===== src/rtl/fetch_sequencer_if.sv =====
// -----------------------------------------------------------------------------
// fetch_sequencer_if
// Instruction-memory read bus between the fetch sequencer and its memory.
//   mem_addr  : instruction address (driven by the sequencer, equals pc)
//   mem_rd    : instruction read request (driven by the sequencer)
//   mem_rdata : instruction read data (driven by the memory side)
// Modports:
//   master : sequencer side (drives addr/rd, samples rdata)
//   slave  : memory side (samples addr/rd, drives rdata)
// -----------------------------------------------------------------------------
interface fetch_sequencer_if #(
    parameter int DATA_W = 16,
    parameter int ADDR_W = 8
);
    logic [ADDR_W-1:0] mem_addr;
    logic              mem_rd;
    logic [DATA_W-1:0] mem_rdata;

    modport master (
        output mem_addr,
        output mem_rd,
        input  mem_rdata
    );

    modport slave (
        input  mem_addr,
        input  mem_rd,
        output mem_rdata
    );
endinterface


===== src/rtl/fetch_sequencer.sv =====
// -----------------------------------------------------------------------------
// fetch_sequencer
// Follows the 8-bit count of the CPU state-machine counter. Every +1 step of
// count (while enabled) advances the instruction cycle one phase:
// FETCH -> DECODE -> EXECUTE -> WRITEBACK -> FETCH. Owns pc and ir, issues
// one-cycle phase strobes, halts on HALT_OPCODE and flags any non-+1 count
// jump as a sticky sequencing error.
//
// Ports:
//   clk        : system clock, rising edge
//   reset      : synchronous, active-high reset (highest priority)
//   enable     : same enable that drives the counter; gates phase advance
//   count      : state-machine count value
//   mem        : instruction memory bus (fetch_sequencer_if.master)
//   ir         : instruction register
//   phase      : 0 FETCH, 1 DECODE, 2 EXECUTE (also while halted), 3 WRITEBACK
//   decode_stb : one-cycle pulse on entering DECODE
//   exec_stb   : one-cycle pulse on entering EXECUTE
//   wb_stb     : one-cycle pulse on entering WRITEBACK
//   halted     : sticky, set once a halt opcode executes
//   seq_err    : sticky, set when count jumps by anything other than +1
//   retired    : (only with FETCH_SEQ_RETIRE_CNT_EN) count of WRITEBACK->FETCH
//                transitions, wraps at 16'hFFFF
//
// Optional feature macro: FETCH_SEQ_RETIRE_CNT_EN
// -----------------------------------------------------------------------------
module fetch_sequencer #(
    parameter int              DATA_W      = 16,
    parameter int              ADDR_W      = 8,
    parameter logic [3:0]      HALT_OPCODE = 4'hF,
    parameter logic [ADDR_W-1:0] RESET_PC  = '0
) (
    input  logic                clk,
    input  logic                reset,
    input  logic                enable,
    input  logic [7:0]          count,
    fetch_sequencer_if.master   mem,
    output logic [DATA_W-1:0]   ir,
    output logic [1:0]          phase,
    output logic                decode_stb,
    output logic                exec_stb,
    output logic                wb_stb,
    output logic                halted,
    output logic                seq_err
`ifdef FETCH_SEQ_RETIRE_CNT_EN
    ,
    output logic [15:0]         retired
`endif
);

    typedef enum logic [2:0] {
        S_FETCH  = 3'd0,
        S_DECODE = 3'd1,
        S_EXEC   = 3'd2,
        S_WB     = 3'd3,
        S_HALT   = 3'd4
    } state_t;

    state_t              state_q, state_d;
    logic [ADDR_W-1:0]   pc_q, pc_d;
    logic [DATA_W-1:0]   ir_q, ir_d;
    logic [7:0]          count_q;
    logic                seq_err_q, seq_err_d;
    logic                decode_stb_q, decode_stb_d;
    logic                exec_stb_q, exec_stb_d;
    logic                wb_stb_q, wb_stb_d;
`ifdef FETCH_SEQ_RETIRE_CNT_EN
    logic [15:0]         retired_q, retired_d;
`endif

    logic changed;
    logic is_inc;
    logic err_cond;
    logic step;
    logic halted_w;

    // count_q shadows count every cycle regardless of enable, so changes made
    // while disabled are silently absorbed instead of looking like a jump later.
    assign changed  = (count != count_q);
    assign is_inc   = (count == 8'(count_q + 8'd1));   // FF->00 wraps legally
    assign err_cond = enable & changed & ~is_inc;
    assign halted_w = (state_q == S_HALT);
    assign step     = enable & changed & is_inc & ~halted_w & ~seq_err_q;

    always_comb begin
        state_d      = state_q;
        pc_d         = pc_q;
        ir_d         = ir_q;
        seq_err_d    = seq_err_q | err_cond;
        decode_stb_d = 1'b0;
        exec_stb_d   = 1'b0;
        wb_stb_d     = 1'b0;
`ifdef FETCH_SEQ_RETIRE_CNT_EN
        retired_d    = retired_q;
`endif
        if (step) begin
            case (state_q)
                S_FETCH: begin
                    ir_d         = mem.mem_rdata;
                    state_d      = S_DECODE;
                    decode_stb_d = 1'b1;
                end
                S_DECODE: begin
                    state_d    = S_EXEC;
                    exec_stb_d = 1'b1;
                end
                S_EXEC: begin
                    if (ir_q[DATA_W-1 -: 4] == HALT_OPCODE) begin
                        state_d = S_HALT;
                    end else begin
                        state_d  = S_WB;
                        wb_stb_d = 1'b1;
                    end
                end
                S_WB: begin
                    state_d = S_FETCH;
                    pc_d    = pc_q + 1'b1;
`ifdef FETCH_SEQ_RETIRE_CNT_EN
                    retired_d = retired_q + 16'd1;
`endif
                end
                default: begin
                    // S_HALT: only reset leaves this state
                end
            endcase
        end
    end

    always_ff @(posedge clk) begin
        if (reset) begin
            state_q      <= S_FETCH;
            pc_q         <= RESET_PC;
            ir_q         <= '0;
            count_q      <= count;
            seq_err_q    <= 1'b0;
            decode_stb_q <= 1'b0;
            exec_stb_q   <= 1'b0;
            wb_stb_q     <= 1'b0;
`ifdef FETCH_SEQ_RETIRE_CNT_EN
            retired_q    <= 16'd0;
`endif
        end else begin
            state_q      <= state_d;
            pc_q         <= pc_d;
            ir_q         <= ir_d;
            count_q      <= count;
            seq_err_q    <= seq_err_d;
            decode_stb_q <= decode_stb_d;
            exec_stb_q   <= exec_stb_d;
            wb_stb_q     <= wb_stb_d;
`ifdef FETCH_SEQ_RETIRE_CNT_EN
            retired_q    <= retired_d;
`endif
        end
    end

    // The halt state reports phase 2: the machine stopped inside EXECUTE.
    always_comb begin
        phase = 2'd0;
        case (state_q)
            S_FETCH:  phase = 2'd0;
            S_DECODE: phase = 2'd1;
            S_EXEC:   phase = 2'd2;
            S_WB:     phase = 2'd3;
            S_HALT:   phase = 2'd2;
            default:  phase = 2'd0;
        endcase
    end

    assign mem.mem_addr = pc_q;
    assign mem.mem_rd   = (state_q == S_FETCH);
    assign ir           = ir_q;
    assign decode_stb   = decode_stb_q;
    assign exec_stb     = exec_stb_q;
    assign wb_stb       = wb_stb_q;
    assign halted       = halted_w;
    assign seq_err      = seq_err_q;
`ifdef FETCH_SEQ_RETIRE_CNT_EN
    assign retired      = retired_q;
`endif

endmodule


===== src/flat_wrapper.sv =====
// flat-port wrapper written by rule: the top's interface ports become plain ports
module fetch_sequencer_flat 
#(
    parameter int              DATA_W      = 16,
    parameter int              ADDR_W      = 8,
    parameter logic [3:0]      HALT_OPCODE = 4'hF,
    parameter logic [ADDR_W-1:0] RESET_PC  = '0
)
  (clk, reset, enable, count, ir, phase, decode_stb, exec_stb, wb_stb, halted, seq_err, mem_mem_addr, mem_mem_rd, mem_mem_rdata);
  fetch_sequencer_if #(.DATA_W(DATA_W), .ADDR_W(ADDR_W)) mem_i ();
  input  logic clk;
  input  logic reset;
  input  logic enable;
  input  logic [7:0] count;
  output logic [DATA_W-1:0] ir;
  output logic [1:0] phase;
  output logic decode_stb;
  output logic exec_stb;
  output logic wb_stb;
  output logic halted;
  output logic seq_err;
  output wire logic [$bits(mem_i.mem_addr)-1:0] mem_mem_addr;
  output wire logic [$bits(mem_i.mem_rd)-1:0] mem_mem_rd;
  input wire logic [$bits(mem_i.mem_rdata)-1:0] mem_mem_rdata;
  assign mem_mem_addr = mem_i.mem_addr;
  assign mem_mem_rd = mem_i.mem_rd;
  assign mem_i.mem_rdata = mem_mem_rdata;
  fetch_sequencer #(.DATA_W(DATA_W), .ADDR_W(ADDR_W), .HALT_OPCODE(HALT_OPCODE), .RESET_PC(RESET_PC)) u_core (.clk(clk), .reset(reset), .enable(enable), .count(count), .mem(mem_i), .ir(ir), .phase(phase), .decode_stb(decode_stb), .exec_stb(exec_stb), .wb_stb(wb_stb), .halted(halted), .seq_err(seq_err));
endmodule

===== config.mk =====
export PLATFORM = sky130hd
export DESIGN_NAME = fetch_sequencer_flat
export DESIGN_NICKNAME = d
export VERILOG_FILES = /design/src/rtl/fetch_sequencer_if.sv /design/src/rtl/fetch_sequencer.sv /design/src/flat_wrapper.sv
export SDC_FILE = /design/constraint.sdc
export NUM_CORES = 1
export LEC_CHECK = 0
export CORE_ASPECT_RATIO = 0.8
export CORE_MARGIN = 5
export CORE_UTILIZATION = 40
export CTS_CLUSTER_SIZE = 28
export DETAILED_ROUTE_END_ITERATION = 8
export DONT_BUFFER_PORTS = 1
export HOLD_SLACK_MARGIN = 0.06
export PLACE_DENSITY = 0.55
export SYNTH_ARGS = -nofsm -noshare
export SYNTH_HDL_FRONTEND = slang
export SYNTH_SLANG_ARGS = --single-unit

===== constraint.sdc =====
create_clock -name clk -period 2.4 [get_ports clk]
set_input_delay 0.48 -clock clk [delete_from_list [all_inputs] [get_ports clk]]
set_output_delay 0.48 -clock clk [all_outputs]
set_load 0.01 [all_outputs]

==> summary.txt, run 1 <==
Run status
  • Outcome: completed

Routing
  • Met1 Wirelength: 2180 µm
  • Vias per cell: around 6
  • DRC: 0
  • DR WL met2: about 2500 µm
  • WL met3: 435 µm
  • Detailed Route Iter0 Violations: 117
  • Drt pass-1 iters: 4
  • Uppermost layer routed: met4
  • WL final: between 5000 and 6000 µm
  • Routed wire length per instance: about 17 µm
  • Via count: 1747
  • Routed Antenna Nets: 0

Global route
  • Global-route wire length before repair: 8010 µm
  • Largest net degree at the start of global routing: 34
  • Vias in the first global route: about 1600
  • Initial antenna violation count: 0
  • GRT Residual Overflow: 0
  • GRT Resource Usage Total: 16.5%

Synth
  • Number of synthesized flops with an enable pin: 0
  • Fraction of registers with async set/reset: 0%
  • Seq/Total Area, Yosys: between 40% and 50%
  • Synthesis-stage register bit count: 39
  • Syn. warnings: 0
  • Synth unique cells: 41
  • Synth cell count leaders: dfxtp_1, a21oi_1, nand3_1, o21ai_0, nand2_1
  • Top cell type's share of synthesized area: 42.7%
  • Ys flop type: dfxtp_1
  • Mapped cell area: approximately 0.0018 mm²
  • Post-Syn Nets: 242
  • Gate Count Post-Synth: 213
  • Dominant cell type by area after synthesis: dfxtp_1
  • Synth area leaders: dfxtp_1, a21oi_1, nand3_1
  • Avg Cell Area, Syn: 8.59 µm²
  • Count leader, synth: dfxtp_1

STA
  • Final Hold Violating Endpoints: 0
  • Headroom to the max-slew limit: 57.2%
  • Worst-Margin Slew: 637 ps
  • Fmax: 430 MHz
  • Final hold slack: 211 ps
  • Setup TNS Final: 0 ps
  • Clk_skew: ~5 ps
  • Number of max-slew violations in the final report: 0
  • Crit path time final: between 2000 and 2500 ps
  • RSZ-0062 raised after global routing: true
  • Period Utilization, post-route: ~97%
  • Final setup fails: 0

Finish
  • Layout cells sized above 1: 23.0%
  • Register area: between 700 and 800 µm²
  • Area Overhead vs Synth: 25.9%
  • Final nets: between 200 and 300
  • Multi-input gate area: 0.00106 mm²
  • Antenna cells: 0
  • Finished Layout Cells: a little under 300
  • Filler cells: 441
  • Final Cell Area: around 0.0023 mm²

Clock network
  • Worst-path clk slew: 80 ps
  • Clock buffer count from CTS: 5
  • Clock buffer depth: 2
  • CTS tree: yes
  • Root Driver: clkbuf_8
  • Worst skew pair latency: 290 ps
  • H-tree levels: 2
  • Sink Count: 39

Floorplan
  • Row count: 22
  • Ports: between 50 and 60
  • Die Wd: 85.6 µm
  • Die Y: just over 70 µm
  • Initial Util: 40.5%
  • Die ar.: 0.00604 mm²
  • Core Area: 0.00451 mm²

Placed design
  • Placed cell count: 283
  • Global placement routability congestion: 0.774
  • DP Wirelength: 3630 µm
  • Area post-placement: 0.00204 mm²
  • # port buffers: 0

Worst setup path
  • Crit path max fanout: 9
  • Setup crit start: u_core.count_q[0]$_DFF_P_
  • Crit path largest cell delay: 460 ps
  • R2R Path End: u_core.state_q[1]$_SDFFE_PP0P_
  • Worst Path Class, Setup: register to register
  • CP max stage cell: or4_1
  • Worst Path Arrival: 2550 ps
  • Reg2Reg Depth: 9
  • CP dominant cell by count: buf_6
  • CP required: 2620 ps
  • Buf+Inv Stages, Crit Path: 3
  • Critical-path cell list: buf_6 > nand4_1 > or3b_4 > a211oi_4 > buf_4 > nand3_1 > buf_6 > or4_1 > a21oi_1
  • Worst reg2reg startpoint: u_core.count_q[0]$_DFF_P_
  • Reg2reg setup slack: about 76 ps
  • WP depth: 9
  • CP endpoint kind: register
  • Startpoint Class: register
  • Worst setup path end: u_core.state_q[1]$_SDFFE_PP0P_
  • Delay-heaviest family, CP: simple AND/OR/NAND/NOR gates

Power
  • Maximum VDD drop: 0.316 mV
  • PD cells: 638 mW/mm²
  • P_leak: approximately 0.8 nW
  • Power after layout: 1.47 mW

Hold path
  • Worst hold path type: primary input to register

Flow run
  • Max-cap violations: 0
==> cell type report <==
| cell class | instances | area share (%) |
|---|---|---|
| Multi-Input combinational cell | 158 | 46.0 |
| Tap cell | 60 | 3.26 |
| Inverter | 4 | 0.651 |
| Sequential cell | 39 | 34.1 |
| Timing Repair Buffer | 26 | 10.0 |
| Clock buffer | 5 | 2.99 |
| Clock inverter | 3 | 2.93 |
==> per-layer routing <==
metal | vias to the layer above | global-route usage, %
li1 | 842 | -
met1 | 832 | 21.3
met2 | 67 | 25.8
met3 | 6 | 6.25
met4 | 0 | 4.92
met5 | - | 0
==> how the worst min path moves through the flow <==
stage	slack, ps	to	start	cells past startpoint
global placement	500	u_core.exec_stb$_SDFF_PP0_	u_core.state_q[2]$_SDFFE_PP0P_	1
global route	190	u_core.count_q[5]$_DFF_P_	count[5]	0
CTS	200	u_core.count_q[0]$_DFF_P_	count[0]	0
finish	210	u_core.count_q[0]$_DFF_P_	count[0]	0
floorplan	470	u_core.exec_stb$_SDFF_PP0_	u_core.state_q[2]$_SDFFE_PP0P_	1
detailed placement	510	u_core.count_q[3]$_DFF_P_	count[3]	0
==> logic make-up after synthesis <==
| logic type | count (synthesis) | synth area share, % |
|---|---|---|
| mux | 1 | 0.547 |
| fa+ha+maj | 2 | 1.37 |
| xor+xnor | 12 | 5.74 |
| flops | 39 | 42.7 |
| simple gates | 78 | 24.9 |
| compound gates | 64 | 20.5 |
| buf+inv | 17 | 4.24 |
==> cell usage in the layout, fill, tap and decap left out, types with 3 or more instances in the layout <==
cell / n
a21oi_1: 26
and4_1: 3
buf_4: 21
buf_6: 3
clkbuf_8: 5
dfxtp_1: 36
inv_1: 4
nand2_1: 10
nand2b_1: 3
nand3_1: 23
nand4_1: 6
nor3_1: 4
nor4_1: 4
o21ai_0: 18
o31ai_1: 6
or3_1: 3
or4_1: 6
xnor2_1: 4
xor2_1: 7
==> through the flow <==
stage,setup WS (ps),util (%)
after global routing,-33.9,51.1
final,76.4,51.1
after detailed placement,-155,45.3
after floorplan,0.443,-
after CTS,1.78,48.5
after global placement,-129,45.3
==> state kept, by name (all words and copies together) (netlist names) <==
register / flops
u_core.exec_stb: 1
u_core.seq_err: 1
u_core.wb_stb: 1
u_core.ir: 16
u_core.state_q: 3
u_core.count_q: 8
u_core.mem.mem_addr: 8
u_core.decode_stb: 1
==> what timing repair did <==
item / in CTS / in global routing
cloned: 0 / 1
hold buffers: 0 / 0
pin swaps: 0 / 5
setup buffers: 0 / 3
resized for setup: 3 / 18
setup endpoints to repair: 10 / 15
hold endpoints to repair: 0 / 0
==> power breakdown <==
part	leakage [nW]	internal, mW	total, mW	switching, mW
combinational	0.398	0.0693	0.151	0.0817
sequential	0.318	0.656	0.665	0.00878
clock	0.0644	0.415	0.656	0.241
total	0.780	1.14	1.47	0.332
(Power assumes the default switching activity.)
==> inputs of run 2 (changes only) <==
--- a/config.mk
+++ b/config.mk
@@ -13,6 +13,7 @@
 export DONT_BUFFER_PORTS = 1
 export HOLD_SLACK_MARGIN = 0.06
 export PLACE_DENSITY = 0.55
+export SLEW_MARGIN = 0
 export SYNTH_ARGS = -nofsm -noshare
 export SYNTH_HDL_FRONTEND = slang
 export SYNTH_SLANG_ARGS = --single-unit
==> results of run 2 <==
Same layout as run 1: the final DEF is identical, and so are final timing and power.
==> inputs of run 3 (changes only) <==
--- a/config.mk
+++ b/config.mk
@@ -13,7 +13,7 @@
 export DONT_BUFFER_PORTS = 1
 export HOLD_SLACK_MARGIN = 0.06
 export PLACE_DENSITY = 0.55
-export SLEW_MARGIN = 0
+export SKIP_LAST_GASP = 1
 export SYNTH_ARGS = -nofsm -noshare
 export SYNTH_HDL_FRONTEND = slang
 export SYNTH_SLANG_ARGS = --single-unit
==> run 3 against run 2 <==
Global-route usage did not move. Fmax fell by 0.78%. Setup slack got worse by 18 ps. Sequential power barely moved. Clock skew rose by 0.57 ps. Routed wire length rose by 0.23%. Final cell count did not move. Clock-buffer cell count did not move. Design area fell by 0.71%.
==> summary.txt, run 3 (synthesis gave the netlist of run 1 again) <==
Worst setup path
  • Startpoint Class: register
  • Worst Path Arrival: 2560 ps (about the same)
  • CP endpoint kind: register
  • Reg2reg setup slack: 60 ps (-20 ps)
  • Crit path max fanout: 9 (unchanged)
  • CP required: 2620 ps (about the same)
  • Worst Path Class, Setup: register to register

STA
  • RSZ-0062 raised after global routing: true
  • Final hold slack: 211 ps (-0.108 ps)
  • Period Utilization, post-route: 97.6% (+0.76 points)
  • Number of max-slew violations in the final report: 0 (unchanged)
  • Worst-Margin Slew: 632 ps (-5.07 ps)
  • Crit path time final: 2340 ps (+18.3 ps)
  • Final setup fails: 0 (unchanged)
  • Crit path setup slack, layout: 58.1 ps (-18.3 ps)
  • Headroom to the max-slew limit: 57.5% (+0.34 points)
  • Final Hold Violating Endpoints: 0 (unchanged)
  • Clk_skew: 5.69 ps (+0.572 ps)
  • Fmax: 427 MHz (-0.78%)

Finish
  • Most frequent cells in the layout: dfxtp_1, a21oi_1, nand3_1, buf_4, o21ai_0
  • Commonest non-fill, non-tap cell in the layout: dfxtp_1
  • Final Cell Area: 0.00229 mm² (-0.71%)
  • Final core utilization: 50.7% (-0.36 points)
  • Final nets: 263 (unchanged)
  • Layout cells sized above 1: 22.1% (-0.85 points)
  • Filler cells: 440 (-0.23%)
  • Area Overhead vs Synth: 25.0%
  • Max reg flops: 16 (unchanged)
  • Antenna cells: 0 (unchanged)

Floorplan
  • Die Y: 70.5 µm (unchanged)
  • Die Wd: 85.6 µm (unchanged)
  • Core Area: 0.00451 mm² (unchanged)
  • Ports: 59 (unchanged)
  • Row count: 22 (unchanged)
  • Die ar.: 0.00604 mm² (unchanged)
  • Initial Util: 40.5% (unchanged)

Global route
  • GRT Residual Overflow: 0 (unchanged)
  • GR Layer Usage met1: 21.3% (unchanged)
  • Global-route wire length before repair: 8010 µm (unchanged)
  • Met2 Usage GRT: 25.8% (unchanged)
  • GRT Resource Usage Total: 16.5% (unchanged)
  • Most Used Layer, Global Route: met2
  • Vias in the first global route: 1630 (unchanged)
  • Initial antenna violation count: 0 (unchanged)
  • GRT met3 Usage: 6.25% (unchanged)
  • Largest net degree at the start of global routing: 34 (unchanged)

Routing
  • DRC: 0 (unchanged)
  • Via count: 1722 (-1.4%)
  • WL final: 5150 µm (+0.23%)
  • Drt pass-1 iters: 4 (unchanged)
  • Routed wire length per instance: 17.5 µm (+0.23%)
  • Vias per cell: 5.84 (-1.4%)
  • Routed Antenna Nets: 0 (unchanged)
  • Detailed Route Iter0 Violations: 136 (+16%)

Flow run
  • Max-cap violations: 0 (unchanged)

Run status
  • Outcome: completed

Clock network
  • Worst-path clk slew: 80 ps (about the same)
  • H-tree levels: 2 (unchanged)
  • CTS tree: yes
  • Hold Buf Count CTS: 0 (unchanged)
  • Clock buffer depth: 2 (unchanged)
  • Sink Count: 39 (unchanged)
  • Root Driver: clkbuf_8
  • Worst skew pair latency: 290 ps (about the same)
  • Clock buffer count from CTS: 5 (unchanged)

Placed design
  • # port buffers: 0 (unchanged)
  • Area post-placement: 0.00204 mm² (unchanged)
  • Pre-CTS setup slack: -155 ps (unchanged)
  • Global placement routability congestion: 0.774 (unchanged)
  • DP Wirelength: 3630 µm (unchanged)

Hold path
  • Worst hold path type: primary input to register

Power
  • PD cells: 643 mW/mm² (+0.64%)
  • Maximum VDD drop: 0.316 mV (about the same)
  • P_leak: 0.779 nW (-0.15%)
  • Power after layout: 1.47 mW (about the same)
[run 3: cell counts in the layout (fill, tap and decap cells not counted)]
Identical to the previous run, type by type.
[run 3: worst paths after layout]
path | startpoint | endpoint | cells after the start
max | u_core.count_q[1]$_DFF_P_ | u_core.state_q[1]$_SDFFE_PP0P_ | 9
min | count[5] | u_core.count_q[5]$_DFF_P_ | 0
max reg2reg | u_core.count_q[1]$_DFF_P_ | u_core.state_q[1]$_SDFFE_PP0P_ | 9
min reg2reg | u_core.state_q[2]$_SDFFE_PP0P_ | u_core.exec_stb$_SDFF_PP0_ | 1
[run 3: through the flow]
step                std cells  setup TNS (ps)
CTS                       291               0
floorplan                 213               0
detailed placement        283           -1200
global placement          283            -724
finish                    295               0
global route              295           -79.2
[run 3: area by class of cell]
cell class	count	area (µm²)	share of cell area (%)
tap	60	75.1	3.28
timing repair buffer	26	224	9.79
clock buffer	5	68.8	3.01
clock inverter	3	67.6	2.95
inverter	4	15.0	0.656
sequential	39	785	34.3
multi-input combinational	158	1050	46.0
[run 3: layer usage]
metal  part of all wire, %  routed length [µm]
met1                    43                2230
met2                    48                2480
met3                   8.0                 410
met4                  0.52                  27
met5                     0                   0
[run 3: report_power, final]
| part | leakage (nW) | internal [mW] | total [mW] | switching [mW] |
|---|---|---|---|---|
| Clock | 0.0644 | 0.415 | 0.656 | 0.241 |
| Sequential | 0.317 | 0.656 | 0.665 | 0.00841 |
| Combinational | 0.397 | 0.0679 | 0.150 | 0.0817 |
| Total | 0.779 | 1.14 | 1.47 | 0.332 |
[run 3: critical path, stage by stage (launching register included)]
cell	delay, ps
dfxtp_2	360
buf_4	110
nand4_1	130
or3b_4	420
a211oi_4	250
buf_4	160
nand3_1	80
buf_6	150
or4_1	460
a21oi_1	150
[run 3: what timing repair did]
action                                  CTS  global route
pin swaps                                 0             5
endpoints found under the setup margin   10            15
gates resized for setup                   3            13
buffers inserted                          0             3
cloned                                    0             1
